### src/rtl/sub_32b_seq_pkg.sv
// sub_32b_seq_pkg: FSM states and sizing helpers for the chunked subtractor.
package sub_32b_seq_pkg;
  typedef enum logic [1:0] {IDLE, RUN, DONE} state_e;
  function automatic int nchunk(int w, int c);
    return w / c;
  endfunction
  function automatic int idx_w(int n);
    return n > 1 ? $clog2(n) : 1;
  endfunction
endpackage

### src/rtl/sub_32b_seq_if.sv
// sub_32b_seq_if: operand/result valid-ready bundle of the chunked subtractor.
interface sub_32b_seq_if #(parameter int WIDTH = 32);
  logic             in_valid;
  logic             in_ready;
  logic [WIDTH-1:0] a;
  logic [WIDTH-1:0] b;
  logic             borrow_in;
  logic             out_valid;
  logic             out_ready;
  logic [WIDTH-1:0] d;
  logic             borrow_out;
  logic             ovf;
  logic             zero;
  modport master (output in_valid, a, b, borrow_in, out_ready,
                  input  in_ready, out_valid, d, borrow_out, ovf, zero);
  modport slave  (input  in_valid, a, b, borrow_in, out_ready,
                  output in_ready, out_valid, d, borrow_out, ovf, zero);
endinterface

### src/rtl/fa_1b.sv
// fa_1b: one-bit full adder cell.
module fa_1b (
  input  logic a_i,
  input  logic b_i,
  input  logic c_i,
  output logic s_o,
  output logic c_o
);
  assign s_o = a_i ^ b_i ^ c_i;
  assign c_o = (a_i & b_i) | (c_i & (a_i ^ b_i));
endmodule

### src/rtl/sub_32b_seq_chunk.sv
// sub_32b_seq_chunk: combinational a + ~b + c_i over one chunk, exposing the carry into the msb.
module sub_32b_seq_chunk #(parameter int CHUNK = 8) (
  input  logic [CHUNK-1:0] a_s_i,
  input  logic [CHUNK-1:0] b_s_i,
  input  logic             c_i,
  output logic [CHUNK-1:0] d_s_o,
  output logic             c_o,
  output logic             c_msb_o
);
  logic [CHUNK:0] c;
  assign c[0] = c_i;
  for (genvar i = 0; i < CHUNK; i++) begin : g_fa
    fa_1b u_fa (.a_i(a_s_i[i]), .b_i(~b_s_i[i]), .c_i(c[i]), .s_o(d_s_o[i]), .c_o(c[i+1]));
  end
  assign c_o     = c[CHUNK];
  assign c_msb_o = c[CHUNK-1];
endmodule

### src/rtl/sub_32b_seq.sv
// sub_32b_seq: multi-cycle d = a - b - borrow_in, CHUNK bits per cycle, one op in flight.
module sub_32b_seq
  import sub_32b_seq_pkg::*;
#(
  parameter int WIDTH = 32,
  parameter int CHUNK = 8
) (
  input logic          clk,
  input logic          rst_n,
  sub_32b_seq_if.slave bus
);
  localparam int NCHUNK = nchunk(WIDTH, CHUNK);
  localparam int IW     = idx_w(NCHUNK);
  if (WIDTH % CHUNK != 0) begin : g_chk
    $error("sub_32b_seq: WIDTH must be a multiple of CHUNK");
  end
  state_e           state_q, state_d;
  logic [WIDTH-1:0] a_q, b_q, d_q, d_d;
  logic [IW-1:0]    idx_q;
  logic             carry_q, borrow_q, ovf_q, zero_q;
  logic [CHUNK-1:0] d_s;
  logic             c_out, c_msb, accept, last;
  assign accept = bus.in_valid && state_q == IDLE;
  assign last   = idx_q == IW'(NCHUNK - 1);
  sub_32b_seq_chunk #(.CHUNK(CHUNK)) u_chunk (
    .a_s_i   (a_q[idx_q*CHUNK +: CHUNK]),
    .b_s_i   (b_q[idx_q*CHUNK +: CHUNK]),
    .c_i     (carry_q),
    .d_s_o   (d_s),
    .c_o     (c_out),
    .c_msb_o (c_msb)
  );
  always_ff @(posedge clk or negedge rst_n)
    if (!rst_n) state_q <= IDLE;
    else        state_q <= state_d;
  always_comb
    state_d = state_q == IDLE ? (bus.in_valid ? RUN : IDLE) :
              state_q == RUN  ? (last ? DONE : RUN) :
                                (bus.out_ready ? IDLE : DONE);
  always_comb begin
    bus.in_ready  = state_q == IDLE;
    bus.out_valid = state_q == DONE;
  end
  always_comb begin
    d_d = d_q;
    d_d[idx_q*CHUNK +: CHUNK] = d_s;
  end
  // Borrow crosses chunk boundaries only through carry_q (held inverted).
  always_ff @(posedge clk or negedge rst_n)
    if (!rst_n) begin
      a_q      <= '0;
      b_q      <= '0;
      d_q      <= '0;
      idx_q    <= '0;
      carry_q  <= 1'b0;
      borrow_q <= 1'b0;
      ovf_q    <= 1'b0;
      zero_q   <= 1'b0;
    end else if (accept) begin
      a_q     <= bus.a;
      b_q     <= bus.b;
      carry_q <= ~bus.borrow_in;
      idx_q   <= '0;
    end else if (state_q == RUN) begin
      d_q     <= d_d;
      carry_q <= c_out;
      idx_q   <= last ? '0 : idx_q + 1'b1;
      if (last) begin
        borrow_q <= ~c_out;
        ovf_q    <= c_msb ^ c_out;
        zero_q   <= ~|d_d;
      end
    end
  assign bus.d          = d_q;
  assign bus.borrow_out = borrow_q;
  assign bus.ovf        = ovf_q;
  assign bus.zero       = zero_q;
endmodule
### src/flat_wrapper.sv
// flat-port wrapper written by rule: the top's interface ports become plain ports
module sub_32b_seq_flat import sub_32b_seq_pkg::*;
#(
  parameter int WIDTH = 32,
  parameter int CHUNK = 8
)
  (clk, rst_n, bus_in_valid, bus_a, bus_b, bus_borrow_in, bus_out_ready, bus_in_ready, bus_out_valid, bus_d, bus_borrow_out, bus_ovf, bus_zero);
  sub_32b_seq_if #(.WIDTH(WIDTH)) bus_i ();
  input logic clk;
  input logic rst_n;
  input wire logic [$bits(bus_i.in_valid)-1:0] bus_in_valid;
  input wire logic [$bits(bus_i.a)-1:0] bus_a;
  input wire logic [$bits(bus_i.b)-1:0] bus_b;
  input wire logic [$bits(bus_i.borrow_in)-1:0] bus_borrow_in;
  input wire logic [$bits(bus_i.out_ready)-1:0] bus_out_ready;
  output wire logic [$bits(bus_i.in_ready)-1:0] bus_in_ready;
  output wire logic [$bits(bus_i.out_valid)-1:0] bus_out_valid;
  output wire logic [$bits(bus_i.d)-1:0] bus_d;
  output wire logic [$bits(bus_i.borrow_out)-1:0] bus_borrow_out;
  output wire logic [$bits(bus_i.ovf)-1:0] bus_ovf;
  output wire logic [$bits(bus_i.zero)-1:0] bus_zero;
  assign bus_i.in_valid = bus_in_valid;
  assign bus_i.a = bus_a;
  assign bus_i.b = bus_b;
  assign bus_i.borrow_in = bus_borrow_in;
  assign bus_i.out_ready = bus_out_ready;
  assign bus_in_ready = bus_i.in_ready;
  assign bus_out_valid = bus_i.out_valid;
  assign bus_d = bus_i.d;
  assign bus_borrow_out = bus_i.borrow_out;
  assign bus_ovf = bus_i.ovf;
  assign bus_zero = bus_i.zero;
  sub_32b_seq #(.WIDTH(WIDTH), .CHUNK(CHUNK)) u_core (.clk(clk), .rst_n(rst_n), .bus(bus_i));
endmodule
### config.mk
export PLATFORM = sky130hd
export DESIGN_NAME = sub_32b_seq_flat
export DESIGN_NICKNAME = d
export VERILOG_FILES = /design/src/rtl/sub_32b_seq_pkg.sv /design/src/rtl/sub_32b_seq_if.sv /design/src/rtl/fa_1b.sv /design/src/rtl/sub_32b_seq_chunk.sv /design/src/rtl/sub_32b_seq.sv /design/src/flat_wrapper.sv
export SDC_FILE = /design/constraint.sdc
export NUM_CORES = 1
export LEC_CHECK = 0
export CORE_ASPECT_RATIO = 0.9
export CORE_MARGIN = 1.5
export CORE_UTILIZATION = 46
export CTS_CLUSTER_SIZE = 14
export DETAILED_ROUTE_END_ITERATION = 8
export GPL_TIMING_DRIVEN = 0
export PLACE_DENSITY = 0.81
export SETUP_SLACK_MARGIN = 0.3
export SYNTH_ARGS = -nofsm -noshare
export SYNTH_HDL_FRONTEND = slang
export SYNTH_HIERARCHICAL = 1
export SYNTH_SLANG_ARGS = --single-unit
### constraint.sdc
create_clock -name clk -period 5.3 [get_ports clk]
set_input_delay 1.06 -clock clk [delete_from_list [all_inputs] [get_ports clk]]
set_output_delay 1.06 -clock clk [all_outputs]
set_load 0.02 [all_outputs]
Word level (Yosys, flattened, before mapping) --
Index checks and enable logic that the tools add are counted.
Operators by class: $add $sub $neg 2, multiply operators 0, divide/modulo/power cells 0, magnitude comparators 0, equality and inequality tests 3, shift-type cells 4, muxes and demuxes 11, bitwise gates (word level) 52, reductions and logical operators 7
Operators with widths (count):
- 32-bit by 6-bit variable part select with 8-bit output | 2
- 5-bit negation with 34-bit output | 1
- 8-bit by 34-bit variable shift with 32-bit output (first input constant) | 1
- 8-bit by 34-bit variable part select with 32-bit output | 1
- 32-bit bitwise mux | 1
- 32-bit OR reduction | 1
- 1-bit XOR | 17
- 1-bit bitwise AND | 16
- 2-bit 2-to-1 mux | 7
- 1-bit inverter | 11
- 1-bit OR | 8
- 2-bit equality test (second input constant) | 2
- 1-bit 2-to-1 mux | 3
- 3-bit AND reduction | 1
- 2-bit by 1-bit adder with 2-bit output (second input constant) | 1
- 2-bit by 1-bit equality test with 1-bit output (second input constant) | 1
- 2-bit logical NOT | 1
- 2-bit AND reduction | 1
- 2-bit nonzero test | 1
- 1-bit logical AND | 1
- 1-bit logical NOT | 1
Word-level totals: register bits 104, bits in latches 0, bits in writable memories 0, memory bits (read-only) 0, output and inout port bits 37, memories kept 0

Depth between registers and ports, before layout --
depth after elaboration 22, depth in mapped cells 16, mapped depth without buffers 14

By module --
The synthesis kept the hierarchy.
Modules (own cells, without submodules):
- sub_32b_seq | times used 1, cells each 450, area an instance 4571.9 sq um
- fa_1b | times used 8, cells each 1, area an instance 20.0 sq um
- sub_32b_seq_chunk | times used 1, cells each 8, area an instance 30.0 sq um

Least setup slack after synthesis --
Ideal clock, no wire load.
kind reg2reg, start point register u_core.idx_q[0], end point register u_core.zero_q (netlist: u_core/bus.zero), setup time 0.124 ns, data arrival time 5.179 ns, setup slack -0.003 ns, cell stages (with the launch flop) 16, clock period less this slack 5.303 ns, path through dfrtp_1 buf_2 buf_2 mux4_2 fa_1 fa_1 fa_1 fa_1 fa_1 fa_1 fa_1 fa_1 inv_1 o311a_1 nand3_1 o31ai_1
On the way: cells in the longest elaborated chain, start to end 22, elaborated cells on any way between the ends 55, those cells by class add/sub: 1; eq/ne: 1; shift: 4; mux: 1; bitwise: 45; reduce/logical: 3
Ends and longest elaborated chain:
- start, declared | line sub_32b_seq.sv:19 | logic [IW-1:0] idx_q;
- start signal, assigned | line sub_32b_seq.sv:67 | idx_q <= last ? '0 : idx_q + 1'b1;
- 32-bit by 6-bit variable part select with 8-bit output | line sub_32b_seq.sv:27 | .b_s_i (b_q[idx_q*CHUNK +: CHUNK]),
- 1-bit inverter | line sub_32b_seq_chunk.sv:13 | fa_1b u_fa (.a_i(a_s_i[i]), .b_i(~b_s_i[i]), .c_i(c[i]), .s_o(d_s_o[i]), .c_o(c[i+1]));
- 1-bit XOR | line fa_1b.sv:10 | assign c_o = (a_i & b_i) | (c_i & (a_i ^ b_i));
- 1-bit bitwise AND | line fa_1b.sv:10
- 1-bit OR * | line fa_1b.sv:10
- net u_core.u_chunk.c[1] | line sub_32b_seq_chunk.sv:10 | logic [CHUNK:0] c;
- 1-bit bitwise AND * | line fa_1b.sv:10
- 1-bit OR * | line fa_1b.sv:10
- net u_core.u_chunk.c[2] | line sub_32b_seq_chunk.sv:10
- [2 not listed]
- net u_core.u_chunk.c[3] | line sub_32b_seq_chunk.sv:10
- [2 not listed]
- net u_core.u_chunk.c[4] | line sub_32b_seq_chunk.sv:10
- [2 not listed]
- net u_core.u_chunk.c[5] | line sub_32b_seq_chunk.sv:10
- [2 not listed]
- net u_core.u_chunk.c[6] | line sub_32b_seq_chunk.sv:10
- [1 not listed]
- 1-bit OR * | line fa_1b.sv:10
- net u_core.c_msb | line sub_32b_seq.sv:22 | logic c_out, c_msb, accept, last;
- 1-bit XOR * | line fa_1b.sv:9 | assign s_o = a_i ^ b_i ^ c_i;
- net u_core.d_s[7] | line sub_32b_seq.sv:21 | logic [CHUNK-1:0] d_s;
- 8-bit by 34-bit variable part select with 32-bit output * | line sub_32b_seq.sv:46 | d_d[idx_q*CHUNK +: CHUNK] = d_s;
- 32-bit bitwise mux * | line sub_32b_seq.sv:46
- 32-bit OR reduction * | line sub_32b_seq.sv:71 | zero_q <= ~|d_d;
- 1-bit logical NOT * | line sub_32b_seq.sv:71
- end signal, assigned | line sub_32b_seq.sv:71
- end, declared | line sub_32b_seq.sv:20 | logic carry_q, borrow_q, ovf_q, zero_q;
The timed path passes the listed nets; every way through them passes the cells marked *. A chain may end at the register's enable or synchronous reset.

Final worst setup path --
Same ends and word-level chain as after synthesis.

==> reports/metrics.cfg <==
[synthesis]
synth_commonest_cells = nand2_1 (206), dfrtp_1 (104), a22o_1 (30)
synth_top_cell_by_area = dfrtp_1
synthesis.area_sq_um = 4760
ys_async_sr_fraction_pct = 100
yosysMostFrequentCell = nand2_1
ys_seq_elements = 104
postSynthAreaPerCell_sq_um = 10.2
synth.area.top_cells = dfrtp_1 (55%), nand2_1 (16%), mux4_2 (7.6%)
syn_inst = 466
yosysWarnings = 6
syn_nets = 549
synth_edf_count = 0
synthDistinctLibCells = 35
yosysTopAreaCellShare_pct = 54.7
yosysSeqAreaShare_pct = 54.7
synthFlopType = dfrtp_1

[timing]
slew_headroom_pct = 62.4
setup_violations = 0
hold_viol = 0
period_share_pct = 95.4
max_freq_mhz = 198
period_needed_ps = 5050
worst_pin_slew_ps = 564
maxSlewViolCount = 0
fin_worst_skew_ps = 8.63
rsz0062_at_grt = yes

[die]
initial_utilization_pct = 46.9
core-area_sq_um = 10200
fp.dieW_microns = 110
die_area_sq_um = 11000
rows = 35
boundaryPins = 106
dieHeight_microns = 99.5

[final_layout]
insertedDiodeCount = 0
fillers = 790
layout-drive-gt1-share_pct = 10.3
fin_area_sq_um = 6460
nNetsFinal = 671
utilization_pct = 63.6
area_growth_pct = 35.7

[detailed_routing]
routed-via-count = 4052
drc = 0
wl_microns = 12900
wl_per_cell_microns = 17.9
vias_per_cell = 5.61
wl_met1_microns = 5210
first_pass_iters = 5
dr_wl_met2_microns = 6310
drt_iter0_drc = 266
ant_nets = 0
wl_met3_microns = 1050
top_layer_used = met4

[grt]
grt_usage_pct = 25.1
grt_pass1_wl_microns = 20400
overflow = 0
grt_pass1_vias = 4059
antenna_found_initial = 0
grt_max_degree = 77

[worst_setup_path]
path_max_fanout = 8
arrival_ps = 5290
end_kind = flip-flop
crit_type = flip-flop to flip-flop
ff2ff_setup_slack_ps = 250
crit_path_start_kind = flip-flop
cp.required_ps = 5530

[cts]
cts_root_buf = clkbuf_16
cts_tree = built
h-tree-depth = 3
cts_sinks = 104
clock_insertion_delay_worst_skew_ps = 350
path_clk_slew_ps = 70
cts_inserted_buffers = 9
clockBufferDepth = 2

[power]
vdd_ir_drop_max_v = 0.000472
leakage_nw = 3.03
power.density_nw_per_um2 = 814

[place]
dpl-instance-area_sq_um = 6030
dp_hpwl_microns = 9210
io_buffers = 105
globalplace.congestion = 0.841

[worst_hold_path]
hold_class = flip-flop to flip-flop

[job]
maxCapViolCount = 0

[run_status]
outcome = completed

[cell type report]
cell class | instances | area [sq um] | area share [%]
Clock inverter | 6 | 115 | 1.78
Buffer | 21 | 133 | 2.05
Clock buffer | 10 | 239 | 3.70
Timing Repair Buffer | 111 | 1110 | 17.2
Tap cell | 129 | 161 | 2.50
Multi-Input combinational cell | 328 | 2050 | 31.7
Sequential cell | 104 | 2600 | 40.3
Inverter | 13 | 48.8 | 0.755
[report_power, final]
group,internal (W),leakage (nW),switching (W)
combinational,0.00130,1.53,0.00178
clock,0.000477,0.169,0.000296
sequential,0.00116,1.33,0.000247
total,0.00294,3.03,0.00232
[final timing paths]
kind                                 startpoint          endpoint  cells past startpoint
min in group asynchronous                 rst_n  u_core/bus.d[30]                      1
worst max-delay path            u_core/idx_q[0]   u_core/bus.zero                     15
worst min-delay path             u_core/b_q[19]    u_core/b_q[19]                      2
worst min register to register   u_core/b_q[19]    u_core/b_q[19]                      2
worst max register to register  u_core/idx_q[0]   u_core/bus.zero                     15
max in group asynchronous                 rst_n     u_core/a_q[5]                      2
[cells by family (layout without fill, tap and decap cells)]
family / count (synthesis) / after routing / synth area share [%]
buffers and inverters: 34 / 161 / 3.02
xor gates and xnor gates: 1 / 1 / 0.184
AOI/OAI and AO/OA: 52 / 52 / 8.38
muxes: 16 / 16 / 7.57
adders and majority gates: 14 / 14 / 4.94
DFF: 104 / 104 / 54.7
and+or+nand+nor: 245 / 245 / 21.3
[state kept, by name (all words and copies together), names as in the netlist]
signal                 flops
u_core/bus.ovf             1
u_core/state_q             2
u_core/b_q                32
u_core/carry_q             1
u_core/a_q                32
u_core/idx_q               2
u_core/bus.borrow_out      1
u_core/bus.d              32
u_core/bus.zero            1
[layout by cell type, fill, tap and decap left out, types with 2 or more instances in the layout]
master           instances
nand2_1                206
clkdlybuf4s50_1        104
dfrtp_1                104
a22o_1                  30
mux4_2                  16
inv_1                   13
nor2_1                  10
clkbuf_16                9
a21oi_1                  8
buf_4                    7
buf_1                    7
nor4_1                   7
fa_2                     7
nand3_1                  6
ha_1                     6
clkbuf_1                 5
buf_6                    4
o21ai_0                  4
bufinv_16                3
buf_2                    3
a31oi_1                  3
o31ai_1                  3
nor3_1                   3
nor3_2                   2
[through the flow]
| step | hold WS (ps) | setup slack (ps) | instances | power [W] | setup TNS [ps] |
|---|---|---|---|---|---|
| 6_report | 475 | 246 | 722 | 0.00526 | 0 |
| 5_1_grt | 498 | 213 | 722 | 0.00551 | 0 |
| 4_1_cts | 476 | 325 | 721 | 0.00512 | 0 |
| 3_5_place_dp | 459 | -179 | 701 | 0.00420 | -179 |
| 2_1_floorplan | 440 | 328 | 466 | 0.00316 | 0 |
| 3_3_place_gp | 453 | -461 | 700 | 0.00411 | -47420 |
[critical path, stage by stage (launching register included)]
cell and delay (ps):
dfrtp_1 380, buf_6 150, buf_12 110, mux4_2 540, fa_2 410, fa_1 380
fa_2 350, fa_2 340, fa_2 340, fa_2 360, fa_2 360, fa_2 580
inv_1 80, a311o_1 280, a21oi_1 160, o31ai_1 90
[routing by layer]
layer | GRT usage [%] | vias up
li1 | - | 1799
met1 | 33.4 | 1986
met2 | 40.1 | 233
met3 | 4.46 | 34
met4 | 11.7 | 0
met5 | 0 | -
[timing repair]
action                     4_1_cts  5_1_grt
resized for setup                8        2
buffers inserted                 4        1
pin swaps                        2        0
cloned                           0        0
hold buffers                     0        0
setup endpoints to repair        5        1
Power figures use the tool's default switching activity.
